**src/rtl/wb_coherent_arbiter.sv**
```systemverilog
// Round-robin Wishbone arbiter sharing one memory slave between NUM_CORES masters,
// with owner-locked cycles and a slave watchdog. Define WB_ARB_SNOOP_EN for write snooping.
module wb_coherent_arbiter #(
    parameter int NUM_CORES = 2,
    parameter int AW        = 32,
    parameter int DW        = 32,
    parameter int TIMEOUT   = 255,
    localparam int GW       = (NUM_CORES > 1) ? $clog2(NUM_CORES) : 1,
    localparam int SW       = DW / 8
) (
    input  logic                   wb_clk_i,
    input  logic                   wb_rst_i,

    input  logic [NUM_CORES*AW-1:0] m_adr_i,
    input  logic [NUM_CORES*DW-1:0] m_dat_i,
    input  logic [NUM_CORES*SW-1:0] m_sel_i,
    input  logic [NUM_CORES-1:0]    m_we_i,
    input  logic [NUM_CORES-1:0]    m_cyc_i,
    input  logic [NUM_CORES-1:0]    m_stb_i,
    output logic [DW-1:0]           m_dat_o,
    output logic [NUM_CORES-1:0]    m_ack_o,
    output logic [NUM_CORES-1:0]    m_err_o,
    output logic [NUM_CORES-1:0]    m_rty_o,

    output logic [AW-1:0]           s_adr_o,
    output logic [DW-1:0]           s_dat_o,
    output logic [SW-1:0]           s_sel_o,
    output logic                    s_we_o,
    output logic                    s_cyc_o,
    output logic                    s_stb_o,
    input  logic [DW-1:0]           s_dat_i,
    input  logic                    s_ack_i,
    input  logic                    s_err_i,
    input  logic                    s_rty_i,

    output logic [GW-1:0]           grant_o,
    output logic                    busy_o,
    output logic                    snoop_valid_o,
    output logic [AW-1:0]           snoop_adr_o,
    output logic [GW-1:0]           snoop_src_o
);

    localparam int WDW = ($clog2(TIMEOUT + 1) > 8) ? $clog2(TIMEOUT + 1) : 8;

    typedef enum logic [1:0] {
        IDLE  = 2'd0,
        BUSY  = 2'd1,
        ABORT = 2'd2
    } state_t;

    state_t         r_state;
    state_t         w_stateNext;
    logic [GW-1:0]  r_grant;
    logic [GW-1:0]  r_last;
    logic [GW-1:0]  w_pick;
    logic [WDW-1:0] r_wdt;

    logic [AW-1:0]  w_adr [NUM_CORES];
    logic [DW-1:0]  w_dat [NUM_CORES];
    logic [SW-1:0]  w_sel [NUM_CORES];

    logic w_anyReq;
    logic w_busy;
    logic w_ownCyc;
    logic w_ownStb;
    logic w_ownWe;
    logic w_stbRaw;
    logic w_resp;
    logic w_timeout;

    for (genvar k = 0; k < NUM_CORES; k++) begin : g_split
        assign w_adr[k] = m_adr_i[k*AW +: AW];
        assign w_dat[k] = m_dat_i[k*DW +: DW];
        assign w_sel[k] = m_sel_i[k*SW +: SW];
    end

    assign w_anyReq = |m_cyc_i;
    assign w_busy   = (r_state == BUSY);
    assign w_ownCyc = m_cyc_i[r_grant];
    assign w_ownStb = m_stb_i[r_grant];
    assign w_ownWe  = m_we_i[r_grant];
    assign w_stbRaw = w_busy & w_ownCyc & w_ownStb;
    assign w_resp   = s_ack_i | s_err_i | s_rty_i;

    // A response arriving on the terminal-count cycle completes normally instead of timing out.
    assign w_timeout = w_stbRaw & ~w_resp & (r_wdt == WDW'(TIMEOUT));

    assign s_adr_o = w_adr[r_grant];
    assign s_dat_o = w_dat[r_grant];
    assign s_sel_o = w_sel[r_grant];
    assign s_we_o  = w_busy & w_ownWe & ~w_timeout;
    assign s_cyc_o = w_busy & w_ownCyc & ~w_timeout;
    assign s_stb_o = w_stbRaw & ~w_timeout;
    assign m_dat_o = s_dat_i;

    assign grant_o = r_grant;
    assign busy_o  = (r_state != IDLE);

    always_comb begin
        m_ack_o = '0;
        m_err_o = '0;
        m_rty_o = '0;
        if (w_busy) begin
            m_ack_o[r_grant] = s_ack_i & w_ownCyc;
            m_err_o[r_grant] = (s_err_i & w_ownCyc) | w_timeout;
            m_rty_o[r_grant] = s_rty_i & w_ownCyc;
        end
    end

    // Search upward from the master after the previous owner, wrapping at NUM_CORES.
    always_comb begin
        int            idx;
        logic [GW-1:0] cand;
        logic          found;
        idx    = 0;
        cand   = '0;
        found  = 1'b0;
        w_pick = r_last;
        for (int i = 1; i <= NUM_CORES; i++) begin
            idx  = (int'(r_last) + i) % NUM_CORES;
            cand = idx[GW-1:0];
            if (!found && m_cyc_i[cand]) begin
                w_pick = cand;
                found  = 1'b1;
            end
        end
    end

    always_comb begin
        w_stateNext = r_state;
        case (r_state)
            IDLE: begin
                if (w_anyReq) begin
                    w_stateNext = BUSY;
                end
            end
            BUSY: begin
                if (!w_ownCyc) begin
                    w_stateNext = IDLE;
                end else if (w_timeout) begin
                    w_stateNext = ABORT;
                end
            end
            ABORT: begin
                if (!w_ownCyc) begin
                    w_stateNext = IDLE;
                end
            end
            default: w_stateNext = IDLE;
        endcase
    end

    always_ff @(posedge wb_clk_i) begin
        if (wb_rst_i) begin
            r_state <= IDLE;
            r_grant <= '0;
            r_last  <= GW'(NUM_CORES - 1);
            r_wdt   <= '0;
        end else begin
            r_state <= w_stateNext;
            if ((r_state == IDLE) && w_anyReq) begin
                r_grant <= w_pick;
            end
            if ((r_state != IDLE) && !w_ownCyc) begin
                r_last <= r_grant;
            end
            if (w_stbRaw && !w_resp && !w_timeout) begin
                r_wdt <= r_wdt + WDW'(1);
            end else begin
                r_wdt <= '0;
            end
        end
    end

`ifdef WB_ARB_SNOOP_EN
    logic          r_snoopValid;
    logic [AW-1:0] r_snoopAdr;
    logic [GW-1:0] r_snoopSrc;
    logic          w_snoopHit;

    // Only acked writes are broadcast; err, rty and watchdog aborts never reach here.
    assign w_snoopHit = w_stbRaw & s_ack_i & w_ownWe;

    always_ff @(posedge wb_clk_i) begin
        if (wb_rst_i) begin
            r_snoopValid <= 1'b0;
            r_snoopAdr   <= '0;
            r_snoopSrc   <= '0;
        end else begin
            r_snoopValid <= w_snoopHit;
            if (w_snoopHit) begin
                r_snoopAdr <= s_adr_o;
                r_snoopSrc <= r_grant;
            end
        end
    end

    assign snoop_valid_o = r_snoopValid;
    assign snoop_adr_o   = r_snoopAdr;
    assign snoop_src_o   = r_snoopSrc;
`else
    assign snoop_valid_o = 1'b0;
    assign snoop_adr_o   = '0;
    assign snoop_src_o   = '0;
`endif

endmodule
```
**config.mk**
```make
export PLATFORM = sky130hd
export DESIGN_NAME = wb_coherent_arbiter
export DESIGN_NICKNAME = d
export VERILOG_FILES = /design/src/rtl/wb_coherent_arbiter.sv
export SDC_FILE = /design/constraint.sdc
export NUM_CORES = 1
export LEC_CHECK = 0
export BUFFER_PORTS_ARGS = -buffer_cell sky130_fd_sc_hd__buf_2
export CORE_AREA = 2 2 126 128
export DETAILED_ROUTE_END_ITERATION = 6
export DIE_AREA = 0 0 128 130
export PLACE_DENSITY = 0.54
export SETUP_SLACK_MARGIN = 0.15
export SLEW_MARGIN = 20
export SYNTH_ARGS = -nofsm -noshare
export SYNTH_HDL_FRONTEND = slang
export SYNTH_SLANG_ARGS = --single-unit
```
**constraint.sdc**
```tcl
create_clock -name wb_clk_i -period 1.85 [get_ports wb_clk_i]
set_input_delay 0.2775 -clock wb_clk_i [delete_from_list [all_inputs] [get_ports wb_clk_i]]
set_output_delay 0.2775 -clock wb_clk_i [all_outputs]
set_load 0.005 [all_outputs]
```
Word level (Yosys, flattened, before mapping) --
Cells that the tools add are included.
Storage, ports and cells: flip-flop bits (word level) 12, input bits 179, output and inout port bits 145, word-level logic and storage cells 86
Operators by class: add/sub/neg operators 3, $lt $le $gt $ge 5, eq/ne operators 6, muxes and demuxes 32, bitwise gates (word level) 21, reductions and logical operators 15
Operators by type and width (count):
- two-way mux 32 bit | 6
- two-way mux 1 bit | 14
- two-way mux 2 bit | 7
- two-way mux 4 bit | 3
- AND 1 bit | 11
- adder 8 x 1 -> 8 bit (second input constant) | 1
- equality test 8 bit (second input constant) | 1
- AND 2 bit | 3
- logical AND 1 bit | 6
- less-than comparator 1 x 2 -> 1 bit (second input constant) | 3
- one-hot mux 2 bit (3 select lines) | 1
- logical NOT 1 bit | 4
- != test 2 bit (second input constant) | 2
- OR reduction 2 bit | 2
- != test 3 x 2 -> 1 bit (second input constant) | 1
- NOT 1 bit | 3
- bitwise OR 1 bit | 3
- AND reduction 3 bit | 1
- adder 1 bit (second input constant) | 2
- equality test 2 x 1 -> 1 bit (second input constant) | 1
- equality test 2 bit (second input constant) | 1
- greater-or-equal comparator 2 bit (second input constant) | 1
- logical NOT 2 bit | 1
- NOT 1 -> 2 bit | 1
- other kinds (3) | 3

Longest topological paths before layout --
word-level depth 10, mapped depth 4, gate-level depth less buffers 4

Least setup slack after synthesis --
Ideal clock, no wire load.
path kind register -> output, start register r_wdt[0], end output m_err_o[0], arrival 1193 ps, required time 1572 ps, slack 379 ps, stages on the path, launching flop included 5, buffers on the path 0, path through dfxtp_1 -> ha_1 -> nand3_1 -> nor4_4 -> o21a_1
On the way: cells in the longest elaborated chain, start to end 5
Ends and longest elaborated chain:
- start, declared | RTL line 56 | logic [WDW-1:0] r_wdt;
- start signal, assigned | RTL line 168 | r_wdt <= r_wdt + WDW'(1);
- equality test 8 bit | RTL line 86 | assign w_timeout = w_stbRaw & ~w_resp & (r_wdt == WDW'(TIMEOUT));
- AND 1 bit | RTL line 86
- bitwise OR 1 bit | RTL line 105 | m_err_o[r_grant] = (s_err_i & w_ownCyc) | w_timeout;
- AND 2 bit (no line)
- two-way mux 2 bit | RTL line 103 | if (w_busy) begin
- end, declared | RTL line 22 | output logic [NUM_CORES-1:0] m_err_o,
Every way passes these cells.

Worst setup path in the final report --
start register r_grant (netlist: grant_o), end output s_sel_o[1]
On the way: cells in the longest elaborated chain, start to end 4
Ends and longest elaborated chain:
- start, declared | RTL line 53 | logic [GW-1:0] r_grant;
- start signal, assigned | RTL line 162 | r_grant <= w_pick;
- NOT 1 -> 2 bit (implied by the code) | RTL line 90 | assign s_sel_o = w_sel[r_grant];
- two-way mux 4 bit (implied by the code) (3 in a row) | RTL line 90
- end, declared | RTL line 27 | output logic [SW-1:0] s_sel_o,
Every way passes these cells. The select of a mux whose other input is x is not followed.

==> impl_results.md <==
* Syn Area/Cell at 9.03 sq um
* Crit path max fanout at 56
* Port-buffer cells at 225
* Critical path startpoint category: flip-flop
* Worst Setup SP: grant_o
* Number of nets with antenna violations after routing at 0
* Final core occ at 20.5%
* N_diodes at 0
* Initial antenna violation count at 0
* Total Die Area at 16,600 sq um
* Crit-path max cell delay at 0.41 ns
* Clk_skew at 0.000396 ns
* Sequential share of power at 20.0%
* Crit-path cells: buf_16, mux2_2, buf_2
* Peak Freq at 0.562 GHz
* Pwr Density at 441 nW/um^2
* GRT Resource Usage Total at 8.24%
* Period utilisation layout at 96.1%
* DR vias/cell at 3.63
* Worst R2R End: r_wdt[4]
* Reg2Reg Setup Slack at 0.48 ns
* Slew Viols, Final at 0
* Final min period at 1.78 ns
* R2R depth at 5
* Final setup vio count at 0
* Commonest non-fill, non-tap cell in the layout: buf_2
* Clk pin slew, worst setup/hold paths at 0.04 ns
* Synth warnings at 0
* # Max-Cap Violations at 0
* GRT overflow at 0
* P_sw at 0.416 mW
* VDD IR-drop max at 203 uV
* Depth of the CTS H-tree at 1
* Global-route wire length before repair at 10,400 microns
* Seq/Total Area, Yosys at 11.9%
* Synth Register Bits at 12
* Hold endpoint: grant_o
* Vias in the first global route at 1,883
* CTS tree: yes
* Number of flops mapped to enable cells by yosys at 0
* Post-Layout Inst Area at 3170 sq um
* Post-DP HPWL at 7200 microns
* Worst hold slack at 0.297 ns
* DRC viols at 0
* CTS sink cnt at 12
* Path type of the worst setup path: flip-flop to primary output
* Clock Tree Buf Depth at 2
* Worst-skew pair later-pin latency at 0.24 ns
* Hold WC Path Type: input pin to flip-flop
* Final cell count without fillers at 608
* Final nets at 597
* Worst setup margin at 0.0715 ns
* # rows at 46
* Pin count of the biggest net entering global routing at 57
* Area after DPL at 3020 sq um
* Gpl congestion at 0.731
* DIE HEIGHT at 130 microns
* Total Power at 1.40 mW
* Dpl ws at 0.132 ns
* Clock share of power at 31.7%
* I/O pins at 324
* Commonest non-fill, non-tap cells in the layout: buf_2, mux2_2, conb_1, dfxtp_1
* Clock Tree Root: clkbuf_16
* Pint at 0.981 mW
* Die Wd at 128 microns
* TNS Setup at 0 ns
* Placed Cells at 604
* Post-Syn Instances at 223
* CP Capture Type: primary output
* P_leak at 1.59 nW
* Core area at 15,400 sq um
* Unrepaired setup endpoints after global routing: true
* Switching share of power at 29.8%
* Hold_buf cts at 0
* Hold-critical path depth at 2
* WL per Instance at 13.3 microns
* Reg-to-Reg Start: grant_o
* Area growth, synth to finish at 57.2%
* Status: completed
* Share of layout cells above drive strength 1 at 78.1%
* Netlist cell types at 35
* Detailed Routing Iterations Pass 1 at 4
* Min-delay src: wb_rst_i
* Main synth FF type: dfxtp_1
* Hold Violations, Final at 0
* Post-CTS setup buffer count at 0
* Crit-path slowest cell: mux2_2
* WP data arrival at 1.50 ns
* Post-Synthesis Cell Area at 2010 sq um
* Starting Density at 13.1%
* DRT iter0 DRCs at 78
* Worst Path Required at 1.57 ns
* Total number of vias at 2,205
* Drt total wl at 8100 microns
* Comb power frac at 48.3%
* Async set-reset flop share out of synthesis at 0%
* Total CTS buffers at 3
area by class of cell:
type	count	area [sq um]
flip-flops and latches	12	250
inverters	5	18.8
repair buffers	231	1200
well taps	192	240
multi-input cells	164	1370
clock buffers	4	88.8
fillers	1707	12300
cell families after synthesis:
group / count (synthesis) / synth area share [%]
XOR/XNOR: 3 / 1.30
flip-flops: 12 / 11.9
adder cells (fa/ha/maj): 1 / 0.621
AND/OR/NAND/NOR: 36 / 11.9
other: 1 / 0.186
AO/OA/AOI/OAI: 19 / 6.46
multiplexers: 71 / 39.6
buffers and inverters: 80 / 28.1
timing repair:
item	CTS	global route
pin swaps	2	1
hold endpoints to repair	0	0
gates resized for setup	12	4
endpoints found under the setup margin	35	77
per-layer routing:
metal,track usage (%),share of wire [%]
met1,10.9,43
met3,1.44,8.4
met5,0,0
met2,13.7,47
met4,2.59,1.9
power groups by stage:
stage	logic (mW)	registers [mW]	clock network (mW)
floorplan	0.410	0.279	0
global placement	0.665	0.281	0
detailed placement	0.667	0.281	0
CTS	0.677	0.277	0.452
global route	0.740	0.281	0.462
finish	0.675	0.279	0.443
Yosys cell counts (2+ instances only):
cell	number	area (sq um)
o21a_1	2	15.0
dfxtp_1	12	240
nor3_1	5	25.0
nor2_1	6	22.5
xor2_1	2	17.5
o21bai_1	2	15.0
mux2_2	69	777
or3_1	2	12.5
buf_4	66	495
nand2_1	4	15.0
buf_2	8	40.0
nand3_1	6	30.0
a21oi_1	5	25.0
inv_1	5	18.8
o21ai_0	4	20.0
nand2b_1	2	12.5
and2_1	4	25.0
mux2i_1	2	20.0
worst max-delay path by stage:
stage | to | slack, ns
CTS | s_we_o | 0.08
detailed placement | m_err_o[0] | 0.13
global route | s_we_o | 0.03
global placement | m_err_o[0] | 0.14
floorplan | m_err_o[0] | 0.38
finish | s_sel_o[1] | 0.07
state kept, by name, indices dropped and copies added (netlist names):
name	count
r_wdt	8
r_last	1
grant_o	1
r_state	2
worst max-delay path, delay by kind of cell, from the launching register on:
kind / cells / cell delay (ns)
mux: 1 / 0.41
flops: 1 / 0.40
buf+inv: 2 / 0.39
(Power assumes the default switching activity.)
